$ cat config.mk
export PLATFORM = sky130hd
export DESIGN_NAME = hazard_stall_controller_flat
export DESIGN_NICKNAME = d
export VERILOG_FILES = /design/src/rtl/hazard_stall_controller_if.sv /design/src/rtl/hazard_stall_controller.sv /design/src/flat_wrapper.sv
export SDC_FILE = /design/constraint.sdc
export NUM_CORES = 1
export LEC_CHECK = 0
export ABC_AREA = 0
export BUFFER_PORTS_ARGS = -buffer_cell sky130_fd_sc_hd__clkbuf_2
export CELL_PAD_IN_SITES_DETAIL_PLACEMENT = 0
export CELL_PAD_IN_SITES_GLOBAL_PLACEMENT = 1
export CORE_ASPECT_RATIO = 0.75
export CORE_MARGIN = 3
export CORE_UTILIZATION = 44
export DETAILED_ROUTE_END_ITERATION = 16
export PLACE_DENSITY = 0.86
export SLEW_MARGIN = 40
export SYNTH_ARGS = -nofsm -noshare
export SYNTH_HDL_FRONTEND = slang
export SYNTH_SLANG_ARGS = --single-unit
$ cat constraint.sdc
create_clock -name clk -period 6.7 [get_ports clk]
set_input_delay 1.34 -clock clk [delete_from_list [all_inputs] [get_ports clk]]
set_output_delay 1.34 -clock clk [all_outputs]
set_load 0.05 [all_outputs]
$ cat src/rtl/hazard_stall_controller_if.sv
// Pipeline hazard bus: ID/EX/MEM hazard observations in, advance/stall/flush controls out.
// The controller connects through the slave modport; the pipeline datapath uses the master modport.
interface hazard_stall_controller_if;
  logic [4:0] id_rs1;
  logic [4:0] id_rs2;
  logic       id_uses_rs2;
  logic [4:0] id_ex_rd;
  logic       id_ex_mem_read;
  logic       branch_taken;
  logic       dmem_req;
  logic       dmem_ready;

  logic       pc_write;
  logic       if_id_write;
  logic       pipe_hold;
  logic       id_ex_bubble;
  logic       flush_if_id;
  logic       flush_id_ex;
  logic       flush_ex_mem;

  modport master (
    output id_rs1, id_rs2, id_uses_rs2, id_ex_rd, id_ex_mem_read,
           branch_taken, dmem_req, dmem_ready,
    input  pc_write, if_id_write, pipe_hold, id_ex_bubble,
           flush_if_id, flush_id_ex, flush_ex_mem
  );

  modport slave (
    input  id_rs1, id_rs2, id_uses_rs2, id_ex_rd, id_ex_mem_read,
           branch_taken, dmem_req, dmem_ready,
    output pc_write, if_id_write, pipe_hold, id_ex_bubble,
           flush_if_id, flush_id_ex, flush_ex_mem
  );
endinterface

$ cat src/rtl/hazard_stall_controller.sv
// Central sequencer for the 5-stage core: load-use interlock, taken-branch flush and
// data-memory freeze, with saturating stall/flush statistics and a sticky memory timeout flag.
module hazard_stall_controller #(
  parameter int unsigned FLUSH_CYCLES = 1,
  parameter int unsigned MEM_TIMEOUT  = 16,
  parameter int unsigned CNT_W        = 32
) (
  input  logic                     clk,
  input  logic                     reset,
  hazard_stall_controller_if.slave pipe,
  output logic                     mem_timeout_err,
  output logic [CNT_W-1:0]         stall_cycles,
  output logic [CNT_W-1:0]         flush_events
);

  localparam int unsigned FC_W = (FLUSH_CYCLES > 1) ? $clog2(FLUSH_CYCLES) : 1;
  localparam int unsigned WC_W = $clog2(MEM_TIMEOUT + 1);
  localparam logic [FC_W-1:0] FLUSH_INIT = FC_W'(FLUSH_CYCLES - 1);
  localparam logic [WC_W-1:0] WAIT_MAX   = WC_W'(MEM_TIMEOUT);

  typedef enum logic [1:0] {RUN, FLUSH, MEM_WAIT} state_e;

  state_e           state_q, state_d;
  logic [FC_W-1:0]  flush_cnt_q, flush_cnt_d;
  logic [WC_W-1:0]  wait_cnt_q, wait_cnt_d;
  logic             err_q, err_d;
  logic [CNT_W-1:0] stall_q, stall_d;
  logic [CNT_W-1:0] flush_ev_q, flush_ev_d;

  logic mem_stall;
  logic load_use;
  logic flush_ev_inc;
  logic pc_write, if_id_write, pipe_hold, id_ex_bubble;
  logic flush_if_id, flush_id_ex, flush_ex_mem;

  assign mem_stall = pipe.dmem_req & ~pipe.dmem_ready;
  assign load_use  = pipe.id_ex_mem_read && (pipe.id_ex_rd != 5'd0) &&
                     ((pipe.id_ex_rd == pipe.id_rs1) ||
                      (pipe.id_uses_rs2 && (pipe.id_ex_rd == pipe.id_rs2)));

  always_comb begin
    state_d      = state_q;
    flush_cnt_d  = flush_cnt_q;
    wait_cnt_d   = wait_cnt_q;
    err_d        = err_q;
    flush_ev_inc = 1'b0;
    pc_write     = 1'b1;
    if_id_write  = 1'b1;
    pipe_hold    = 1'b0;
    id_ex_bubble = 1'b0;
    flush_if_id  = 1'b0;
    flush_id_ex  = 1'b0;
    flush_ex_mem = 1'b0;

    case (state_q)
      RUN: begin
        if (mem_stall) begin
          pc_write    = 1'b0;
          if_id_write = 1'b0;
          pipe_hold   = 1'b1;
          state_d     = MEM_WAIT;
          wait_cnt_d  = WC_W'(1);
        end else if (pipe.branch_taken) begin
          flush_if_id  = 1'b1;
          flush_id_ex  = 1'b1;
          flush_ex_mem = 1'b1;
          flush_ev_inc = 1'b1;
          if (FLUSH_CYCLES > 1) begin
            state_d     = FLUSH;
            flush_cnt_d = FLUSH_INIT;
          end
        end else if (load_use) begin
          pc_write     = 1'b0;
          if_id_write  = 1'b0;
          id_ex_bubble = 1'b1;
        end
      end
      FLUSH: begin
        // A memory freeze pauses the flush; the remaining count survives the wait.
        if (mem_stall) begin
          pc_write    = 1'b0;
          if_id_write = 1'b0;
          pipe_hold   = 1'b1;
          state_d     = MEM_WAIT;
          wait_cnt_d  = WC_W'(1);
        end else begin
          flush_if_id = 1'b1;
          flush_cnt_d = flush_cnt_q - FC_W'(1);
          if (flush_cnt_q <= FC_W'(1)) begin
            state_d = RUN;
          end
        end
      end
      MEM_WAIT: begin
        if (wait_cnt_q == WAIT_MAX) begin
          err_d = 1'b1;
        end
        if (pipe.dmem_ready) begin
          wait_cnt_d = '0;
          state_d    = (flush_cnt_q != '0) ? FLUSH : RUN;
        end else begin
          pc_write    = 1'b0;
          if_id_write = 1'b0;
          pipe_hold   = 1'b1;
          if (wait_cnt_q != WAIT_MAX) begin
            wait_cnt_d = wait_cnt_q + WC_W'(1);
          end
        end
      end
      default: begin
        state_d = RUN;
      end
    endcase

    stall_d    = (!pc_write && (stall_q != '1)) ? stall_q + CNT_W'(1) : stall_q;
    flush_ev_d = (flush_ev_inc && (flush_ev_q != '1)) ? flush_ev_q + CNT_W'(1) : flush_ev_q;

    // Under reset the pipeline must see plain advance, whatever the hazard inputs say.
    if (reset) begin
      pc_write     = 1'b1;
      if_id_write  = 1'b1;
      pipe_hold    = 1'b0;
      id_ex_bubble = 1'b0;
      flush_if_id  = 1'b0;
      flush_id_ex  = 1'b0;
      flush_ex_mem = 1'b0;
    end
  end

  always_ff @(posedge clk or posedge reset) begin
    if (reset) begin
      state_q     <= RUN;
      flush_cnt_q <= '0;
      wait_cnt_q  <= '0;
      err_q       <= 1'b0;
      stall_q     <= '0;
      flush_ev_q  <= '0;
    end else begin
      state_q     <= state_d;
      flush_cnt_q <= flush_cnt_d;
      wait_cnt_q  <= wait_cnt_d;
      err_q       <= err_d;
      stall_q     <= stall_d;
      flush_ev_q  <= flush_ev_d;
    end
  end

  assign pipe.pc_write     = pc_write;
  assign pipe.if_id_write  = if_id_write;
  assign pipe.pipe_hold    = pipe_hold;
  assign pipe.id_ex_bubble = id_ex_bubble;
  assign pipe.flush_if_id  = flush_if_id;
  assign pipe.flush_id_ex  = flush_id_ex;
  assign pipe.flush_ex_mem = flush_ex_mem;

  assign mem_timeout_err = err_q;
  assign stall_cycles    = stall_q;
  assign flush_events    = flush_ev_q;

endmodule
$ cat src/flat_wrapper.sv
// flat-port wrapper written by rule: the top's interface ports become plain ports
module hazard_stall_controller_flat 
#(
  parameter int unsigned FLUSH_CYCLES = 1,
  parameter int unsigned MEM_TIMEOUT  = 16,
  parameter int unsigned CNT_W        = 32
)
  (clk, reset, mem_timeout_err, stall_cycles, flush_events, pipe_id_rs1, pipe_id_rs2, pipe_id_uses_rs2, pipe_id_ex_rd, pipe_id_ex_mem_read, pipe_branch_taken, pipe_dmem_req, pipe_dmem_ready, pipe_pc_write, pipe_if_id_write, pipe_pipe_hold, pipe_id_ex_bubble, pipe_flush_if_id, pipe_flush_id_ex, pipe_flush_ex_mem);
  hazard_stall_controller_if pipe_i ();
  input  logic clk;
  input  logic reset;
  output logic mem_timeout_err;
  output logic [CNT_W-1:0] stall_cycles;
  output logic [CNT_W-1:0] flush_events;
  input wire logic [$bits(pipe_i.id_rs1)-1:0] pipe_id_rs1;
  input wire logic [$bits(pipe_i.id_rs2)-1:0] pipe_id_rs2;
  input wire logic [$bits(pipe_i.id_uses_rs2)-1:0] pipe_id_uses_rs2;
  input wire logic [$bits(pipe_i.id_ex_rd)-1:0] pipe_id_ex_rd;
  input wire logic [$bits(pipe_i.id_ex_mem_read)-1:0] pipe_id_ex_mem_read;
  input wire logic [$bits(pipe_i.branch_taken)-1:0] pipe_branch_taken;
  input wire logic [$bits(pipe_i.dmem_req)-1:0] pipe_dmem_req;
  input wire logic [$bits(pipe_i.dmem_ready)-1:0] pipe_dmem_ready;
  output wire logic [$bits(pipe_i.pc_write)-1:0] pipe_pc_write;
  output wire logic [$bits(pipe_i.if_id_write)-1:0] pipe_if_id_write;
  output wire logic [$bits(pipe_i.pipe_hold)-1:0] pipe_pipe_hold;
  output wire logic [$bits(pipe_i.id_ex_bubble)-1:0] pipe_id_ex_bubble;
  output wire logic [$bits(pipe_i.flush_if_id)-1:0] pipe_flush_if_id;
  output wire logic [$bits(pipe_i.flush_id_ex)-1:0] pipe_flush_id_ex;
  output wire logic [$bits(pipe_i.flush_ex_mem)-1:0] pipe_flush_ex_mem;
  assign pipe_i.id_rs1 = pipe_id_rs1;
  assign pipe_i.id_rs2 = pipe_id_rs2;
  assign pipe_i.id_uses_rs2 = pipe_id_uses_rs2;
  assign pipe_i.id_ex_rd = pipe_id_ex_rd;
  assign pipe_i.id_ex_mem_read = pipe_id_ex_mem_read;
  assign pipe_i.branch_taken = pipe_branch_taken;
  assign pipe_i.dmem_req = pipe_dmem_req;
  assign pipe_i.dmem_ready = pipe_dmem_ready;
  assign pipe_pc_write = pipe_i.pc_write;
  assign pipe_if_id_write = pipe_i.if_id_write;
  assign pipe_pipe_hold = pipe_i.pipe_hold;
  assign pipe_id_ex_bubble = pipe_i.id_ex_bubble;
  assign pipe_flush_if_id = pipe_i.flush_if_id;
  assign pipe_flush_id_ex = pipe_i.flush_id_ex;
  assign pipe_flush_ex_mem = pipe_i.flush_ex_mem;
  hazard_stall_controller #(.FLUSH_CYCLES(FLUSH_CYCLES), .MEM_TIMEOUT(MEM_TIMEOUT), .CNT_W(CNT_W)) u_core (.clk(clk), .reset(reset), .pipe(pipe_i), .mem_timeout_err(mem_timeout_err), .stall_cycles(stall_cycles), .flush_events(flush_events));
endmodule
; ---- Word-level counts from Yosys, hierarchy flattened
; Index checks and enable logic that the tools add are counted.
[totals]
ff_bits = 73
output_inout_bits = 72
wordCells = 74
[op_classes]
n_addsub = 4
order_cmp = 1
eq_ne = 13
mux = 32
n_bitwise = 3
n_reduce_logical = 15
[op_table]
columns = op, n
row1 = 32-bit by 1-bit adder with 32-bit output (second input constant), 2
row2 = 32-bit inequality test (second input constant), 2
row3 = 1-bit two-way mux, 20
row4 = 5-bit two-way mux, 3
row5 = 5-bit equality test, 2
row6 = 5-bit one-hot mux with 2 select lines, 1
row7 = 2-bit two-way mux, 4
row8 = 2-bit one-hot mux with 3 select lines, 1
row9 = 3-bit AND reduction, 2
row10 = 5-bit by 1-bit adder with 5-bit output (second input constant), 1
row11 = 5-bit equality test (second input constant), 1
row12 = 1-bit logical AND, 5
row13 = 5-bit inequality test (second input constant), 1
row14 = 5-bit nonzero test, 1
row15 = 2-bit by 1-bit inequality test with 1-bit output (second input constant), 2
row16 = 1-bit one-hot mux with 2 select lines, 2
row17 = 2-bit AND reduction, 2
row18 = 3-bit by 1-bit inequality test with 1-bit output (second input constant), 1
row19 = 3-bit by 2-bit inequality test with 1-bit output (second input constant), 1
row20 = 1-bit one-hot mux with 3 select lines, 1
row21 = 2-bit by 1-bit equality test with 1-bit output (second input constant), 1
row22 = 2-bit equality test (second input constant), 1
row23 = 2-bit logical NOT, 1
row24 = 2-bit inequality test (second input constant), 1
row25 = other kinds (8), 9

; ---- Depth between registers and ports, before layout
; Gate-level depths: netlist of run 1.
[depth]
depth_word = 10
depth_mapped = 9
mapped_depth_nobuf = 8

; ---- Least setup slack after synthesis of run 1
; Ideal clock, no wire load.
[synth_timing]
kind = in2out
startpoint = in reset
endpoint = out pipe_id_ex_bubble
arrival_ns = 3.545
required_ns = 5.360
slack_ns = 1.815
stages = 2
cell_sequence = inv_1 and3_1
[synth_via]
elab_chain_cells = 1
[synth_rtl]
columns = element, line_no
row1 = start: declaration, flat_wrapper.sv:11  ; input logic reset;
row2 = 1-bit two-way mux, hazard_stall_controller.sv:119  ; if (reset) begin
row3 = end: declaration, flat_wrapper.sv:26  ; output wire logic [$bits(pipe_i.id_ex_bubble)-1:0] pipe_id_ex_bubble;
; Every way passes these cells.

; ---- Worst setup path after layout of run 1
[layout_timing]
startpoint = in pipe_id_ex_rd[2]
endpoint = out pipe_id_ex_bubble
[layout_via]
elab_chain_cells = 9
word_cells_on_any_way = 12
cone_classes = eq/ne (2) / mux (5) / reduce/logical (5)
[layout_rtl]
columns = element, line_no
row1 = start: declaration, flat_wrapper.sv:18  ; input wire logic [$bits(pipe_i.id_ex_rd)-1:0] pipe_id_ex_rd;
row2 = 5-bit equality test, hazard_stall_controller.sv:39  ; (pipe.id_uses_rs2 && (pipe.id_ex_rd == pipe.id_rs2)));
row3 = 1-bit logical AND, hazard_stall_controller.sv:39
row4 = 1-bit logical OR, hazard_stall_controller.sv:38  ; ((pipe.id_ex_rd == pipe.id_rs1) ||
row5 = 1-bit logical AND *, hazard_stall_controller.sv:37  ; assign load_use = pipe.id_ex_mem_read && (pipe.id_ex_rd != 5'd0) &&
row6 = 1-bit two-way mux *, hazard_stall_controller.sv:72  ; end else if (load_use) begin
row7 = 1-bit two-way mux *, hazard_stall_controller.sv:63  ; end else if (pipe.branch_taken) begin
row8 = 1-bit two-way mux *, hazard_stall_controller.sv:57  ; if (mem_stall) begin
row9 = 1-bit two-way mux *, hazard_stall_controller.sv:55  ; case (state_q)
row10 = 1-bit two-way mux *, hazard_stall_controller.sv:119
; Mark *: on every way between the ends. The rest lies on a longest branch, timed or not.

==> results of run 1 <==
-- synthesized netlist by cell type, types with 4 or more instances --
| library cell | instances | area, um2 |
|---|---|---|
| ha_1 | 4 | 50.05 |
| nor3_1 | 10 | 50.05 |
| or4_1 | 4 | 30.03 |
| nand2_1 | 26 | 97.59 |
| and4_1 | 8 | 70.07 |
| xnor2_1 | 58 | 508.0 |
| nand3_1 | 25 | 125.1 |
| nor2_1 | 19 | 71.32 |
| nor2b_1 | 4 | 25.02 |
| dfrtp_1 | 73 | 1827 |
| buf_2 | 4 | 20.02 |
| nand4_1 | 33 | 206.5 |
| or3_2 | 4 | 30.03 |
| xor2_1 | 18 | 157.7 |
| and2_1 | 6 | 37.54 |
| and3_1 | 19 | 118.9 |
-- layer usage --
layer	part of all wire, %	track usage (%)	up-vias
met5	0	0	-
met1	47	27.60	1488
met4	0.85	4.694	0
li1	-	-	1480
met2	46	29.89	73
met3	6.0	5.924	6
-- logic make-up after synthesis --
group / count (synthesis)
AND/OR/NAND/NOR: 175
XOR/XNOR: 76
flip-flops: 73
AO/OA/AOI/OAI: 16
buffers and inverters: 11
adder cells (fa/ha/maj): 4
multiplexers: 2
-- power by group through the flow --
| stage | combinational, mW | clock, mW | sequential, mW |
|---|---|---|---|
| 6_report | 0.375 | 0.528 | 0.561 |
| 5_1_grt | 0.406 | 0.558 | 0.573 |
| 4_1_cts | 0.379 | 0.538 | 0.561 |
| 3_5_place_dp | 0.377 | 0 | 0.568 |
| 3_3_place_gp | 0.368 | 0 | 0.565 |
| 2_1_floorplan | 0.150 | 0 | 0.689 |
-- worst paths after layout --
| kind | start | slack (ns) | to | cells past startpoint |
|---|---|---|---|---|
| max | pipe_id_ex_rd[2] | 2.56 | pipe_id_ex_bubble | 7 |
| min | u_core.mem_timeout_err | 0.46 | u_core.mem_timeout_err | 1 |
| max reg2reg | u_core.state_q[1] | 4.34 | u_core.flush_events[23] | 6 |
| min reg2reg | u_core.mem_timeout_err | 0.46 | u_core.mem_timeout_err | 1 |
| max in group asynchronous | reset | 4.98 | u_core.stall_cycles[0] | 3 |
| min in group asynchronous | reset | 1.26 | u_core.state_q[1] | 3 |
-- worst max-delay path: stages --
cell      delay, ns
clkbuf_2       0.11
xor2_1         0.17
nor4_2         0.26
nand3_1        0.15
a21boi_0       0.29
and3_1         0.19
clkbuf_2       0.27
-- state kept, by name, summed over array words and instances (netlist names) --
name and flops:
u_core.flush_cnt_q 1, u_core.stall_cycles 32, u_core.mem_timeout_err 1, u_core.flush_events 32, u_core.state_q 2, u_core.wait_cnt_q 5
-- final cells by class --
type                    count  area (um2)  area share, %
clock buffers               9       225.2          4.845
clock inverters             7       101.3          2.180
inverters                   3       11.26         0.2423
multi-input cells         273        1868          40.19
flip-flops and latches     73        1827          39.30
well taps                 105       131.4          2.826
repair buffers             95       484.2          10.42
-- metrics by stage --
| stage | area, um2 | power, mW | instances | hold slack [ns] | utilization, % |
|---|---|---|---|---|---|
| floorplan | 3749 | 0.8389 | 357 | 0.4377 | - |
| global placement | 4318 | 0.9336 | 549 | 0.4509 | 53.36 |
| detailed placement | 4322 | 0.9454 | 549 | 0.4561 | 53.40 |
| CTS | 4648 | 1.478 | 565 | 0.4673 | 57.44 |
| global route | 4648 | 1.536 | 565 | 0.4933 | 57.44 |
| finish | 4648 | 1.464 | 565 | 0.4631 | 57.44 |
==> flow_summary_export.csv, run 1 <==
group,metric,value,unit
pwr,power.ir.vdd_worst,0.0001702,V
layout,n_antenna_cell,0,
logic_synthesis,synth_enable_flop_cells,0,
pwr,reg_power_share,38.3,%
logic_synthesis,ys.warnings.count,0,
logic_synthesis,synth.distinct_cells,44,
placed_design,post-place-ws,2.562,ns
layout,area.growth.synth_to_final,24.00,%
worst_setup_path,cp_data_required_time,5.36,ns
layout,layout_commonest_cell,"clkbuf_2",
sta,worstMarginPinSlew,0.7759,ns
layout,fillerInstances,717,
logic_synthesis,synth_compound_area_share,2.837,%
logic_synthesis,synth.ff_latch_count,73,
clock_network,post-cts-setup-buffers,0,
logic_synthesis,syn-instance-count,357,
worst_setup_path,worst-path-max-fanout,3,
layout,most-common-layout-cells,"clkbuf_2 (93), dfrtp_1 (73), xnor2_1 (58), nand4_1 (33), nand2_1 (26)",
layout,num-nets-final,481,
global_routing,grt_first_pass_wirelength,15280,um
run_status,run_status,"complete, no violations",
routing,drt_pre_antenna_iters,4,
floorplan,ioPinCount,94,
sta,setup_repair_after_global_routing_missed_its_margin,"false",
worst_setup_path,cp-end-kind,"primary output",
placed_design,gp_congestion,0.7947,
logic_synthesis,post_synth_xor_area_fraction,17.76,%
worst_setup_path,critPathKind,"primary input to primary output",
floorplan,design.core.area,8093,um2
routing,drt-total-wl,8925,um
placed_design,portBuffers,93,
placed_design,hpwl,6474,um
sta,finalCritPeriodShare,61.78,%
clock_network,worstSkewPairLatency,0.34,ns
logic_synthesis,synth.yosys.seq_area_share,48.73,%
pwr,power-per-cell-area,314.9,nW/um2
logic_synthesis,post_synth_instance_area,3749,um2
sta,fmax,241.6,MHz
clock_network,cts.path.max_buffers,2,
pwr,p_clk_share,36.0,%
sta,slew_headroom,47.93,%
clock_network,sinks_on_clock_net,73,
sta,slew_viol_final,0,
sta,worst_slack,2.560,ns
sta,clock-skew-final,0.01056,ns
sta,min_period,4.140,ns
logic_synthesis,postSynthAreaPerCell,10.50,um2
floorplan,die-area,9675,um2
clock_network,total_clock_buffers_created_by_cts,9,
clock_network,cts_tree,"built",
logic_synthesis,synth_ff_type,"dfrtp_1",
global_routing,initial_antenna_violation_count,0,
routing,postRouteAntennaNets,0,
sta,fin_setup_tns,0,ns
floorplan,starting_density_of_the_core,46.32,%
logic_synthesis,simple_gate_share_of_the_synthesized_area,27.30,%
pwr,comb_power_share,25.6,%
clock_network,cts.reportedPaths.clkPinSlew,0.06,ns
routing,drt_drc_violations_left,0,
global_routing,grt_start_max_net_pins,74,
routing,detailedRoute.firstIterationViolations,174,
routing,routed_wire_length_per_instance,15.80,um
floorplan,dieHeight,85.94,um
pwr,p_sw,0.5411,mW
logic_synthesis,postSynthNetCount,383,
floorplan,std_cell_rows,28,
pwr,switching_share,36.96,%
logic_synthesis,adder_cell_area_share_of_the_yosys_netlist,1.335,%
worst_setup_path,worst_setup_path_start_kind,"primary input",
worst_setup_path,worstPathArrival,2.80,ns
run,cap_viol_max_count,0,
global_routing,grt_pass1_vias,3038,
clock_network,hold_buffers,0,
routing,detail_routed_via_count_per_cell,5.393,
sta,timing.final.hold_violations,0,
logic_synthesis,mux_share_of_post_synthesis_cell_area,0.6008,%
sta,setup_viol,0,
clock_network,cts.root.buffer_cell,"clkbuf_16",
floorplan,die_width,112.6,um
global_routing,grtUsageTotal,19.60,%
layout,final_layout_size_suffix_gt1_share,27.61,%
clock_network,maximum_level_of_the_cts_h_tree,3,
pwr,p_int,0.9227,mW
logic_synthesis,synth-async-reset-ratio,100.0,%
logic_synthesis,synth_top_family_by_area,"simple AND/OR/NAND/NOR gates",
hold_path,min-delay-path-class,"flop to flop",
global_routing,globalRouteOverflowTotal,0,
pwr,power_leakage,2.133,nW
clock_network,post_cts_resized,0,
routing,num_vias,3047,
(Power assumes the default switching activity.)
==> run 2: changes to the inputs <==
CORE_UTILIZATION = 37   (was 44)
PLACE_DENSITY = 0.77   (was 0.86)
clock period = 3.4 ns   (was 6.7 ns; I/O delays follow)
==> flow_summary_export.csv, run 2 (synthesis gave the netlist of run 1 again) <==
group,metric,value,unit
worst_setup_path,cp_data_required_time,2.72,ns
layout,multi_input_area,1874,um2
placed_design,hpwl,6442,um
global_routing,grt_pass1_vias,2921,
layout,area.growth.synth_to_final,24.20,%
sta,worstMarginPinSlew,0.6620,ns
layout,n_antenna_cell,0,
clock_network,cts_tree,"built",
layout,fillerInstances,963,
floorplan,ioPinCount,94,
sta,fin_setup_tns,0,ns
sta,min_period,2.901,ns
layout,most-common-layout-cells,"clkbuf_2 (93), dfrtp_1 (73), xnor2_1 (58), nand4_1 (33), nand2_1 (26)",
clock_network,post-cts-setup-buffers,0,
floorplan,std_cell_rows,31,
sta,slew_viol_final,0,
sta,slew_headroom,55.50,%
layout,final_layout_size_suffix_gt1_share,27.17,%
worst_setup_path,worstPathBufferInverterCount,2,
worst_setup_path,rr_endpoint,"u_core.stall_cycles[1]",
run,cap_viol_max_count,0,
worst_setup_path,worst_setup_path_start_kind,"primary input",
placed_design,gp_congestion,0.8152,
global_routing,grt_start_max_net_pins,74,
worst_setup_path,critPathKind,"primary input to primary output",
clock_network,maximum_level_of_the_cts_h_tree,3,
clock_network,cts.path.max_buffers,2,
sta,timing.final.hold_violations,0,
floorplan,die_width,122.2,um
clock_network,worstSkewPairLatency,0.33,ns
clock_network,cts.root.buffer_cell,"clkbuf_16",
sta,setup_viol,0,
worst_setup_path,cp_common_cell,"clkbuf_2",
worst_setup_path,crit_cells,7,
layout,num-nets-final,481,
worst_setup_path,r2r_cells,6,
worst_setup_path,endpoint,"pipe_if_id_write",
sta,clock-skew-final,0.007471,ns
routing,detail_routed_via_count_per_cell,5.118,
worst_setup_path,family_with_the_most_delay_on_the_worst_path,"compound AO/OA/AOI/OAI gates",
global_routing,globalRouteOverflowTotal,0,
routing,drt_drc_violations_left,0,
worst_setup_path,r2r_setup_slack,1.13,ns
routing,drt-total-wl,8842,um
pwr,power_leakage,2.120,nW
sta,finalCritPeriodShare,85.33,%
worst_setup_path,worstPathArrival,2.22,ns
floorplan,dieHeight,93.17,um
pwr,power.ir.vdd_worst,0.0002631,V
routing,drt_pre_antenna_iters,4,
placed_design,placed_cell_area,4359,um2
global_routing,grt_first_pass_wirelength,14800,um
placed_design,portBuffers,93,
floorplan,die-area,11390,um2
clock_network,hold_buffers,0,
hold_path,min-delay-path-class,"flop to flop",
floorplan,starting_density_of_the_core,38.35,%
routing,postRouteAntennaNets,0,
worst_setup_path,worst-path-max-fanout,3,
routing,routed_wire_length_per_instance,14.94,um
worst_setup_path,crit-reg2reg-launch,"u_core.stall_cycles[15]",
sta,setup_repair_after_global_routing_missed_its_margin,"false",
global_routing,initial_antenna_violation_count,0,
routing,detailedRoute.firstIterationViolations,190,
global_routing,grtUsageTotal,16.49,%
floorplan,design.core.area,9774,um2
worst_setup_path,critical-path-max-stage-delay,0.31,ns
layout,post-route-cell-area,4656,um2
worst_setup_path,crit_start,"pipe_id_ex_rd[2]",
layout,layout_commonest_cell,"clkbuf_2",
worst_setup_path,timing.critical_path.slowest_stage_cell,"clkbuf_2",
clock_network,sinks_on_clock_net,73,
layout,area.sequential,1827,um2
run_status,run_status,"complete, no violations",
sta,fmax,344.7,MHz
clock_network,total_clock_buffers_created_by_cts,9,
worst_setup_path,cp-end-kind,"primary output",
routing,num_vias,3030,
worst_setup_path,timing.critical_path.cells,"clkbuf_2 -> xor2_1 -> nor4_2 -> nand3_1 -> a21boi_0 -> o21ai_0 -> clkbuf_2",
clock_network,cts.reportedPaths.clkPinSlew,0.05,ns
clock_network,post_cts_resized,0,
pwr,power-per-cell-area,594.1,nW/um2
==> run 2: worst min path at each step <==
stage	start	end	slack [ns]	cells after the start
after floorplan	u_core.flush_cnt_q	u_core.flush_cnt_q	0.44	1
after global placement	u_core.mem_timeout_err	u_core.mem_timeout_err	0.44	1
after CTS	u_core.mem_timeout_err	u_core.mem_timeout_err	0.46	1
after global routing	u_core.mem_timeout_err	u_core.mem_timeout_err	0.47	1
final	u_core.mem_timeout_err	u_core.mem_timeout_err	0.46	1
after detailed placement	u_core.mem_timeout_err	u_core.mem_timeout_err	0.45	1
==> run 2: through the flow <==
| step | total power [mW] | hold slack (ns) | setup slack [ns] | cells | util [%] |
|---|---|---|---|---|---|
| final | 2.766 | 0.4623 | 0.4986 | 592 | 47.63 |
| after global routing | 2.909 | 0.4744 | 0.4048 | 592 | 47.63 |
| after CTS | 2.798 | 0.4627 | 0.5382 | 592 | 47.57 |
| after detailed placement | 1.865 | 0.4513 | 0.5443 | 576 | 44.60 |
| after global placement | 1.850 | 0.4390 | 0.5684 | 576 | 44.56 |
| after floorplan | 1.653 | 0.4377 | 0.06107 | 357 | - |
==> run 2: where the power goes <==
| group | internal (mW) | total [mW] | switching (mW) |
|---|---|---|---|
| Clock | 0.586 | 0.923 | 0.337 |
| Sequential | 0.967 | 1.11 | 0.138 |
| Combinational | 0.201 | 0.738 | 0.537 |
==> run 2: cell type report <==
cell class	instances	share of cell area, %
multi-input cells	273	40.26
flip-flops and latches	73	39.24
repair buffers	95	10.40
clock buffers	13	5.375
well taps	132	3.547
clock inverters	3	0.8600
inverters	3	0.3225
==> run 2: worst reg2reg max path, delay by kind of cell (launching register included) <==
kind,cells,cell delay (ns)
flip-flops,1,0.45
multiplexers,1,0.35
AND/OR/NAND/NOR,5,1.35
==> run 2: layer usage <==
layer / routed length (um) / GRT usage, % / part of all wire [%] / vias to the layer above
li1: - / - / - / 1478
met1: 4481 / 24.48 / 51 / 1468
met2: 3828 / 22.73 / 43 / 73
met3: 422 / 5.683 / 4.8 / 11
met4: 110 / 4.287 / 1.2 / 0
met5: 0 / 0 / 0 / -
